--- config.mk ---
export PLATFORM = sky130hd
export DESIGN_NAME = fsmc_mux_master_flat
export DESIGN_NICKNAME = d
export VERILOG_FILES = /design/src/rtl/fsmc_pkg.sv /design/src/rtl/fsmc_mux_master_if.sv /design/src/rtl/fsmc_phase_cnt.sv /design/src/rtl/fsmc_mux_master.sv /design/src/flat_wrapper.sv
export SDC_FILE = /design/constraint.sdc
export NUM_CORES = 1
export LEC_CHECK = 0
export CELL_PAD_IN_SITES_DETAIL_PLACEMENT = 0
export CELL_PAD_IN_SITES_GLOBAL_PLACEMENT = 1
export CORE_MARGIN = 4
export CORE_UTILIZATION = 34
export CTS_CLUSTER_SIZE = 24
export DETAILED_ROUTE_END_ITERATION = 16
export HOLD_SLACK_MARGIN = 0.1
export PLACE_DENSITY = 0.86
export SLEW_MARGIN = 20
export SYNTH_ARGS = -nofsm -noshare
export SYNTH_HDL_FRONTEND = slang
export SYNTH_HIERARCHICAL = 1
export SYNTH_SLANG_ARGS = --single-unit
--- constraint.sdc ---
create_clock -name clk -period 2.8 [get_ports clk]
set_input_delay 0.56 -clock clk [delete_from_list [all_inputs] [get_ports clk]]
set_output_delay 0.56 -clock clk [all_outputs]
set_load 0.005 [all_outputs]
--- src/rtl/fsmc_pkg.sv ---
`default_nettype none
// ============================================================================
//  Module   : fsmc_pkg
//  Purpose  : Shared constants for the FSMC multiplexed-bus master: state
//             encoding, address/data widths, phase-counter width and the
//             default timing values.
//  Revision : 1.0  initial release
// ============================================================================
package fsmc_pkg;

    localparam int c_ADDR_W = 19;                  // full external address
    localparam int c_AD_W   = 16;                  // multiplexed AD bus
    localparam int c_AHI_W  = c_ADDR_W - c_AD_W;   // A16..A18
    localparam int c_CNT_W  = 8;                   // phase counter width

    localparam int c_DEF_ADDSET  = 2;
    localparam int c_DEF_ADDHLD  = 1;
    localparam int c_DEF_DATAST  = 4;
    localparam int c_DEF_BUSTURN = 1;

    localparam logic [2:0] c_S_IDLE = 3'd0;
    localparam logic [2:0] c_S_ASET = 3'd1;
    localparam logic [2:0] c_S_AHLD = 3'd2;
    localparam logic [2:0] c_S_DATA = 3'd3;
    localparam logic [2:0] c_S_ENDC = 3'd4;
    localparam logic [2:0] c_S_TURN = 3'd5;

    // Counter load value for a phase of 'len' cycles; a phase ends when the
    // counter reads zero, so a phase of N cycles loads N-1.
    function automatic logic [c_CNT_W-1:0] phase_load(input int len);
        return (len > 0) ? c_CNT_W'(len - 1) : '0;
    endfunction

endpackage
`default_nettype wire

--- src/rtl/fsmc_mux_master_if.sv ---
`default_nettype none
// ============================================================================
//  Module   : fsmc_mux_master_if
//  Purpose  : Bundles the host request/response signals and the multiplexed
//             FSMC pad-side signals of the master.
//  Signals  : req/wr/addr/wdata      host request (into master)
//             busy/ack/rdata         host response (from master)
//             ne/nadv/noe/nwe        active-low bus strobes (from master)
//             a_hi/ad_out/ad_oe      address high bits, AD drive, AD enable
//             ad_in                  AD value read back from the pad
//  Modports : master - the bus master block
//             slave  - the host plus the far end of the bus
//  Revision : 1.0  initial release
// ============================================================================
interface fsmc_mux_master_if;
    import fsmc_pkg::*;

    logic                req;
    logic                wr;
    logic [c_ADDR_W-1:0] addr;
    logic [c_AD_W-1:0]   wdata;
    logic                busy;
    logic                ack;
    logic [c_AD_W-1:0]   rdata;
    logic                ne;
    logic                nadv;
    logic                noe;
    logic                nwe;
    logic [c_AHI_W-1:0]  a_hi;
    logic [c_AD_W-1:0]   ad_out;
    logic                ad_oe;
    logic [c_AD_W-1:0]   ad_in;

    modport master (
        input  req, wr, addr, wdata, ad_in,
        output busy, ack, rdata, ne, nadv, noe, nwe, a_hi, ad_out, ad_oe
    );

    modport slave (
        output req, wr, addr, wdata, ad_in,
        input  busy, ack, rdata, ne, nadv, noe, nwe, a_hi, ad_out, ad_oe
    );

endinterface
`default_nettype wire

--- src/rtl/fsmc_phase_cnt.sv ---
`default_nettype none
// ============================================================================
//  Module   : fsmc_phase_cnt
//  Purpose  : Phase-length down counter. Loaded with (length-1) on phase
//             entry, counts down to zero and stops there.
//  Ports    : clk, rst_n      clock, synchronous active-low reset
//             i_load          load strobe (phase entry)
//             i_load_val      value to load
//             o_zero          counter is zero (last cycle of the phase)
//  Revision : 1.0  initial release
// ============================================================================
module fsmc_phase_cnt
    import fsmc_pkg::*;
(
    input  wire                clk,
    input  wire                rst_n,
    input  wire                i_load,
    input  wire [c_CNT_W-1:0]  i_load_val,
    output logic               o_zero
);

    logic [c_CNT_W-1:0] r_cnt;

    always_ff @(posedge clk) begin
        if (!rst_n) begin
            r_cnt <= '0;
        end else if (i_load) begin
            r_cnt <= i_load_val;
        end else if (r_cnt != '0) begin
            r_cnt <= r_cnt - 1'b1;
        end
    end

    assign o_zero = (r_cnt == '0);

endmodule
`default_nettype wire

--- src/rtl/fsmc_mux_master.sv ---
`default_nettype none
// ============================================================================
//  Module   : fsmc_mux_master
//  Purpose  : Master for an FSMC-style multiplexed address/data bus.
//             Sequence: IDLE -> ASET -> AHLD -> DATA -> ENDC -> [TURN] -> IDLE
//  Ports    : clk        sole clock
//             rst_n      synchronous active-low reset
//             bus        fsmc_mux_master_if.master (host + pad signals)
//  Params   : ADDSET (1..15), ADDHLD (1..15), DATAST (1..255), BUSTURN (0..15)
//  Revision : 1.0  initial release
// ============================================================================
module fsmc_mux_master
    import fsmc_pkg::*;
#(
    parameter int ADDSET  = c_DEF_ADDSET,
    parameter int ADDHLD  = c_DEF_ADDHLD,
    parameter int DATAST  = c_DEF_DATAST,
    parameter int BUSTURN = c_DEF_BUSTURN
) (
    input  wire                clk,
    input  wire                rst_n,
    fsmc_mux_master_if.master  bus
);

    localparam logic [c_CNT_W-1:0] c_LD_ASET = phase_load(ADDSET);
    localparam logic [c_CNT_W-1:0] c_LD_AHLD = phase_load(ADDHLD);
    localparam logic [c_CNT_W-1:0] c_LD_DATA = phase_load(DATAST);
    localparam logic [c_CNT_W-1:0] c_LD_ENDC = phase_load(1);
    localparam logic [c_CNT_W-1:0] c_LD_TURN = phase_load(BUSTURN);

    logic [2:0]          r_state;
    logic [2:0]          w_state_nxt;
    logic                r_rdy;       // set once the first post-reset edge has passed
    logic                r_wr;
    logic [c_ADDR_W-1:0] r_addr;
    logic [c_AD_W-1:0]   r_wdata;

    logic                w_accept;
    logic                w_zero;
    logic                w_load;
    logic [c_CNT_W-1:0]  w_load_val;

    // Values that will be current after this edge: on the accept edge the
    // capture registers are not yet loaded, so use the inputs directly.
    logic                w_wr;
    logic [c_ADDR_W-1:0] w_addr;
    logic [c_AD_W-1:0]   w_wdata;

    logic                w_ne, w_nadv, w_noe, w_nwe, w_ad_oe;
    logic [c_AD_W-1:0]   w_ad_out;
    logic [c_AHI_W-1:0]  w_a_hi;

    logic                r_ne, r_nadv, r_noe, r_nwe, r_ad_oe, r_ack, r_busy;
    logic [c_AD_W-1:0]   r_ad_out;
    logic [c_AD_W-1:0]   r_rdata;
    logic [c_AHI_W-1:0]  r_a_hi;

    assign w_accept = (r_state == c_S_IDLE) && bus.req && r_rdy;
    assign w_wr     = w_accept ? bus.wr    : r_wr;
    assign w_addr   = w_accept ? bus.addr  : r_addr;
    assign w_wdata  = w_accept ? bus.wdata : r_wdata;

    fsmc_phase_cnt u_phase_cnt (
        .clk        (clk),
        .rst_n      (rst_n),
        .i_load     (w_load),
        .i_load_val (w_load_val),
        .o_zero     (w_zero)
    );

    always_comb begin
        w_state_nxt = r_state;
        w_load      = 1'b0;
        w_load_val  = '0;
        case (r_state)
            c_S_IDLE: if (w_accept) begin
                w_state_nxt = c_S_ASET;
                w_load      = 1'b1;
                w_load_val  = c_LD_ASET;
            end
            c_S_ASET: if (w_zero) begin
                w_state_nxt = c_S_AHLD;
                w_load      = 1'b1;
                w_load_val  = c_LD_AHLD;
            end
            c_S_AHLD: if (w_zero) begin
                w_state_nxt = c_S_DATA;
                w_load      = 1'b1;
                w_load_val  = c_LD_DATA;
            end
            c_S_DATA: if (w_zero) begin
                w_state_nxt = c_S_ENDC;
                w_load      = 1'b1;
                w_load_val  = c_LD_ENDC;
            end
            c_S_ENDC: begin
                if (BUSTURN == 0) begin
                    w_state_nxt = c_S_IDLE;
                end else begin
                    w_state_nxt = c_S_TURN;
                    w_load      = 1'b1;
                    w_load_val  = c_LD_TURN;
                end
            end
            c_S_TURN: if (w_zero) begin
                w_state_nxt = c_S_IDLE;
            end
            default: w_state_nxt = c_S_IDLE;
        endcase
    end

    // Outputs are decoded from the next state and registered, so every pin
    // changes on the same edge as the state it belongs to.
    always_comb begin
        w_ne     = 1'b1;
        w_nadv   = 1'b1;
        w_noe    = 1'b1;
        w_nwe    = 1'b1;
        w_ad_oe  = 1'b0;
        w_ad_out = '0;
        w_a_hi   = '0;
        case (w_state_nxt)
            c_S_ASET: begin
                w_ne     = 1'b0;
                w_nadv   = 1'b0;
                w_ad_oe  = 1'b1;
                w_ad_out = w_addr[c_AD_W-1:0];
                w_a_hi   = w_addr[c_ADDR_W-1:c_AD_W];
            end
            c_S_AHLD: begin
                w_ne     = 1'b0;
                w_ad_oe  = 1'b1;
                w_ad_out = w_addr[c_AD_W-1:0];
                w_a_hi   = w_addr[c_ADDR_W-1:c_AD_W];
            end
            c_S_DATA: begin
                w_ne   = 1'b0;
                w_a_hi = w_addr[c_ADDR_W-1:c_AD_W];
                if (w_wr) begin
                    w_nwe    = 1'b0;
                    w_ad_oe  = 1'b1;
                    w_ad_out = w_wdata;
                end else begin
                    w_noe = 1'b0;
                end
            end
            c_S_ENDC: begin
                // Write data and A_HI stay driven one cycle past the NWE rise.
                w_a_hi = w_addr[c_ADDR_W-1:c_AD_W];
                if (w_wr) begin
                    w_ad_oe  = 1'b1;
                    w_ad_out = w_wdata;
                end
            end
            default: ;
        endcase
    end

    always_ff @(posedge clk) begin
        if (!rst_n) begin
            r_state  <= c_S_IDLE;
            r_rdy    <= 1'b0;
            r_wr     <= 1'b0;
            r_addr   <= '0;
            r_wdata  <= '0;
            r_ne     <= 1'b1;
            r_nadv   <= 1'b1;
            r_noe    <= 1'b1;
            r_nwe    <= 1'b1;
            r_ad_oe  <= 1'b0;
            r_ad_out <= '0;
            r_a_hi   <= '0;
            r_ack    <= 1'b0;
            r_busy   <= 1'b0;
            r_rdata  <= '0;
        end else begin
            r_rdy    <= 1'b1;
            r_state  <= w_state_nxt;
            if (w_accept) begin
                r_wr    <= bus.wr;
                r_addr  <= bus.addr;
                r_wdata <= bus.wdata;
            end
            r_ne     <= w_ne;
            r_nadv   <= w_nadv;
            r_noe    <= w_noe;
            r_nwe    <= w_nwe;
            r_ad_oe  <= w_ad_oe;
            r_ad_out <= w_ad_out;
            r_a_hi   <= w_a_hi;
            r_ack    <= (w_state_nxt == c_S_ENDC);
            r_busy   <= (w_state_nxt != c_S_IDLE);
            // Sample the pad on the edge that closes the last DATA cycle.
            if ((r_state == c_S_DATA) && w_zero && !r_wr) begin
                r_rdata <= bus.ad_in;
            end
        end
    end

    assign bus.ne     = r_ne;
    assign bus.nadv   = r_nadv;
    assign bus.noe    = r_noe;
    assign bus.nwe    = r_nwe;
    assign bus.ad_oe  = r_ad_oe;
    assign bus.ad_out = r_ad_out;
    assign bus.a_hi   = r_a_hi;
    assign bus.ack    = r_ack;
    assign bus.busy   = r_busy;
    assign bus.rdata  = r_rdata;

endmodule
`default_nettype wire

--- src/flat_wrapper.sv ---
// flat-port wrapper written by rule: the top's interface ports become plain ports
module fsmc_mux_master_flat import fsmc_pkg::*;
#(
    parameter int ADDSET  = c_DEF_ADDSET,
    parameter int ADDHLD  = c_DEF_ADDHLD,
    parameter int DATAST  = c_DEF_DATAST,
    parameter int BUSTURN = c_DEF_BUSTURN
)
  (clk, rst_n, bus_req, bus_wr, bus_addr, bus_wdata, bus_ad_in, bus_busy, bus_ack, bus_rdata, bus_ne, bus_nadv, bus_noe, bus_nwe, bus_a_hi, bus_ad_out, bus_ad_oe);
  fsmc_mux_master_if bus_i ();
  input  wire clk;
  input  wire rst_n;
  input wire logic [$bits(bus_i.req)-1:0] bus_req;
  input wire logic [$bits(bus_i.wr)-1:0] bus_wr;
  input wire logic [$bits(bus_i.addr)-1:0] bus_addr;
  input wire logic [$bits(bus_i.wdata)-1:0] bus_wdata;
  input wire logic [$bits(bus_i.ad_in)-1:0] bus_ad_in;
  output wire logic [$bits(bus_i.busy)-1:0] bus_busy;
  output wire logic [$bits(bus_i.ack)-1:0] bus_ack;
  output wire logic [$bits(bus_i.rdata)-1:0] bus_rdata;
  output wire logic [$bits(bus_i.ne)-1:0] bus_ne;
  output wire logic [$bits(bus_i.nadv)-1:0] bus_nadv;
  output wire logic [$bits(bus_i.noe)-1:0] bus_noe;
  output wire logic [$bits(bus_i.nwe)-1:0] bus_nwe;
  output wire logic [$bits(bus_i.a_hi)-1:0] bus_a_hi;
  output wire logic [$bits(bus_i.ad_out)-1:0] bus_ad_out;
  output wire logic [$bits(bus_i.ad_oe)-1:0] bus_ad_oe;
  assign bus_i.req = bus_req;
  assign bus_i.wr = bus_wr;
  assign bus_i.addr = bus_addr;
  assign bus_i.wdata = bus_wdata;
  assign bus_i.ad_in = bus_ad_in;
  assign bus_busy = bus_i.busy;
  assign bus_ack = bus_i.ack;
  assign bus_rdata = bus_i.rdata;
  assign bus_ne = bus_i.ne;
  assign bus_nadv = bus_i.nadv;
  assign bus_noe = bus_i.noe;
  assign bus_nwe = bus_i.nwe;
  assign bus_a_hi = bus_i.a_hi;
  assign bus_ad_out = bus_i.ad_out;
  assign bus_ad_oe = bus_i.ad_oe;
  fsmc_mux_master #(.ADDSET(ADDSET), .ADDHLD(ADDHLD), .DATAST(DATAST), .BUSTURN(BUSTURN)) u_core (.clk(clk), .rst_n(rst_n), .bus(bus_i));
endmodule
==> metrics.md <==
| Metric | Value |
|---|---|
| Max IR drop VDD | 0.000442 V |
| Netlist cell types | 39 |
| Post-route minimum period | 2.28 ns |
| DR WL/cell | 13.5 µm |
| Remaining Overflow, GRT | 0 |
| Clock-pin slew on the worst setup and hold paths | 0.10 ns |
| Ant. Diodes | 0 |
| Max-slew headroom at the worst pin | 57.4% |
| Synth top cells by count | 90 x dfxtp_1, 89 x nand2_1, 38 x a21oi_1 |
| I/O pin cnt | 97 |
| Synthesized area per cell | 8.93 µm² |
| Most common cell in the netlist | dfxtp_1 |
| # nets final | 528 |
| Setup TNS | 0 ns |
| Total GRT Usage | 14.8% |
| Die area | 11400 µm² |
| H-tree levels | 3 |
| Yosys top cell by area | dfxtp_1 |
| Share of cells above drive strength 1 | 7.76% |
| Die X | 107 µm |
| Initial core utilization | 35.4% |
| Async S/R FF share, synth | 0% |
| Routed wire length | 8210 µm |
| FF+latch count, synth | 90 |
| Synth top area cells | dfxtp_1 54%, nand2_1 10%, mux2i_1 6.6% |
| CTS-repair resized insts | 0 |
| DR vias | 2823 |
| Initial antenna violation count | 0 |
| RSZ-0062 raised after global routing | false |
| DRT iter0 DRCs | 140 |
| Placed cells | 590 |
| Setup-failing EPs final | 0 |
| HPWL after DPL | 5920 µm |
| Max-cap violations | 0 |
| Pin count of the biggest net entering global routing | 32 |
| Vias in the first global route | 2785 |
| Clock Skew | 0.0134 ns |
| Pre-Repair DR Iteration Count | 4 |
| P_leak | 1.77 nW |
| Status | finished, final reports clean |
| Vias per cell | 4.66 |
| Post-CTS setup buffer count | 0 |
| Setup crit start kind | flop |
| Core Region | 9370 µm² |
| Top FF cell, synth | dfxtp_1 |
| CP endpoint kind | flop |
| Netlist Area Pre-Place | 3310 µm² |
| WP data required | 3.07 ns |
| R2R Setup Slk | 0.52 ns |
| Root Buffer | clkbuf_8 |
| Fmax | 438 MHz |
| Setup CP Type | flop to flop |
| Global-route wire length before repair | 13400 µm |
| Area grow syn2layout | 40.3% |
| Pwr Density | 689 nW/µm² |
| DRC Markers | 0 |
| EDFF count, synth | 0 |
| Final slew viol count | 0 |
| Gate Count Post-Synth | 371 |
| CTS sink cnt | 90 |
| # rows | 35 |
| CTS Hold Bufs | 0 |
| Critical path peak fanout | 16 |
| Cell Count, Final, Fillers Out | 606 |
| Synth warn | 6 |
| Die Span Y | 107 µm |
| Clock Tree Buf Depth | 2 |
| CTS tree | yes |
| WP data arrival | 2.55 ns |
| Worst Tran Pin Value | 0.632 ns |
| Clock latency at the later pin of the worst-skew pair | 0.36 ns |
| Tcrit/Tclk final | 81.6% |
| Overall power | 3.20 mW |
| Share of the synthesized area in the top cell type | 54.4% |
| Gp weighted congestion | 0.758 |
| Number of CTS-inserted buffers | 9 |
| Final hold vios | 0 |
| Register area share after synthesis | 54.4% |
| Worst Hold Class | flop to flop |
| Remaining antenna violation count | 0 |
| I/O Buffers | 96 |
logic make-up (layout without fill, tap and decap cells):
logic type | after synthesis | after routing | share of synthesized area (%)
simple gates | 153 | 153 | 20.9
flops | 90 | 90 | 54.4
fa+ha+maj | 1 | 1 | 0.378
compound gates | 71 | 71 | 11.7
buf+inv | 27 | 128 | 4.27
mux | 22 | 22 | 6.65
other cells | 1 | 6 | 0.113
xor+xnor | 6 | 6 | 1.59
area by class of cell:
type                       count  area (µm²)
timing repair buffer         107        1040
sequential                    90        1800
fill                         914        4720
tap                          129         161
multi-input combinational    259        1400
clock buffer                   9         124
clock inverter                 7         100
inverter                       5        18.8
through the flow:
step                setup slack [ns]  instance area [µm²]  hold slack, ns  util, %
finish                         0.516                 4650           0.446     49.6
global route                   0.336                 4650           0.476     49.6
CTS                            0.507                 4650           0.453     49.6
detailed placement             0.373                 4420           0.444     47.2
global placement               0.407                 4420           0.436     47.2
floorplan                      0.530                 3330           0.425        -
metal layers:
metal  vias to the layer above  global-route usage (%)  share of wire [%]
met3                        12                    3.25                5.3
met5                         -                       0                  0
met4                         0                    6.85                1.7
met1                      1314                    17.7                 43
met2                        68                    25.2                 50
li1                       1429                       -                  -
layout by cell type (no fill, tap or decap), types with 3 or more instances in the layout:
master	n
xnor2_1	3
o31ai_1	4
clkbuf_8	9
o21ai_1	11
conb_1	6
nor2_1	34
dfxtp_1	90
buf_4	11
clkdlybuf4s50_1	96
nor3_1	4
mux2i_1	22
o21ai_0	13
xor2_1	3
nand2_1	89
nand3_1	6
nand4b_1	3
a21oi_1	38
inv_1	4
worst max-delay path, cell delays in order, from the launching register on:
cell      delay, ns
dfxtp_1        0.37
nor4_4         0.36
and4bb_1       0.49
o21ai_0        0.25
nor4b_4        0.26
buf_4          0.26
nand2_1        0.10
o21ai_0        0.09
sequential cells by signal, summed over array words and instances (netlist names):
signal / cells
u_core/bus.busy: 1
u_core/r_wdata: 16
u_core/r_rdy: 1
u_core/bus.rdata: 16
u_core/bus.ack: 1
u_core/bus.ad_out: 16
u_core/bus.a_hi: 3
u_core/r_wr: 1
u_core/bus.nwe: 1
u_core/bus.ad_oe: 1
u_core/bus.nadv: 1
u_core/bus.ne: 1
u_core/r_addr: 19
u_core/u_phase_cnt/r_cnt: 8
u_core/bus.noe: 1
u_core/r_state: 3
worst paths after layout:
kind,start,depth (start not counted),to
worst max register to register,u_core/u_phase_cnt/r_cnt[3],7,u_core/bus.ad_out[15]
worst min register to register,u_core/r_wdata[3],2,u_core/bus.ad_out[3]
worst min-delay path,u_core/r_wdata[3],2,u_core/bus.ad_out[3]
worst max-delay path,u_core/u_phase_cnt/r_cnt[3],7,u_core/bus.ad_out[15]
where the power goes:
group          switching [mW]  total, mW  internal (mW)
sequential             0.0932       1.49           1.40
clock                   0.478      0.989          0.510
combinational           0.363      0.723          0.360
total                   0.934       3.20           2.27
Note: power is estimated with default switching activity, not from simulation.
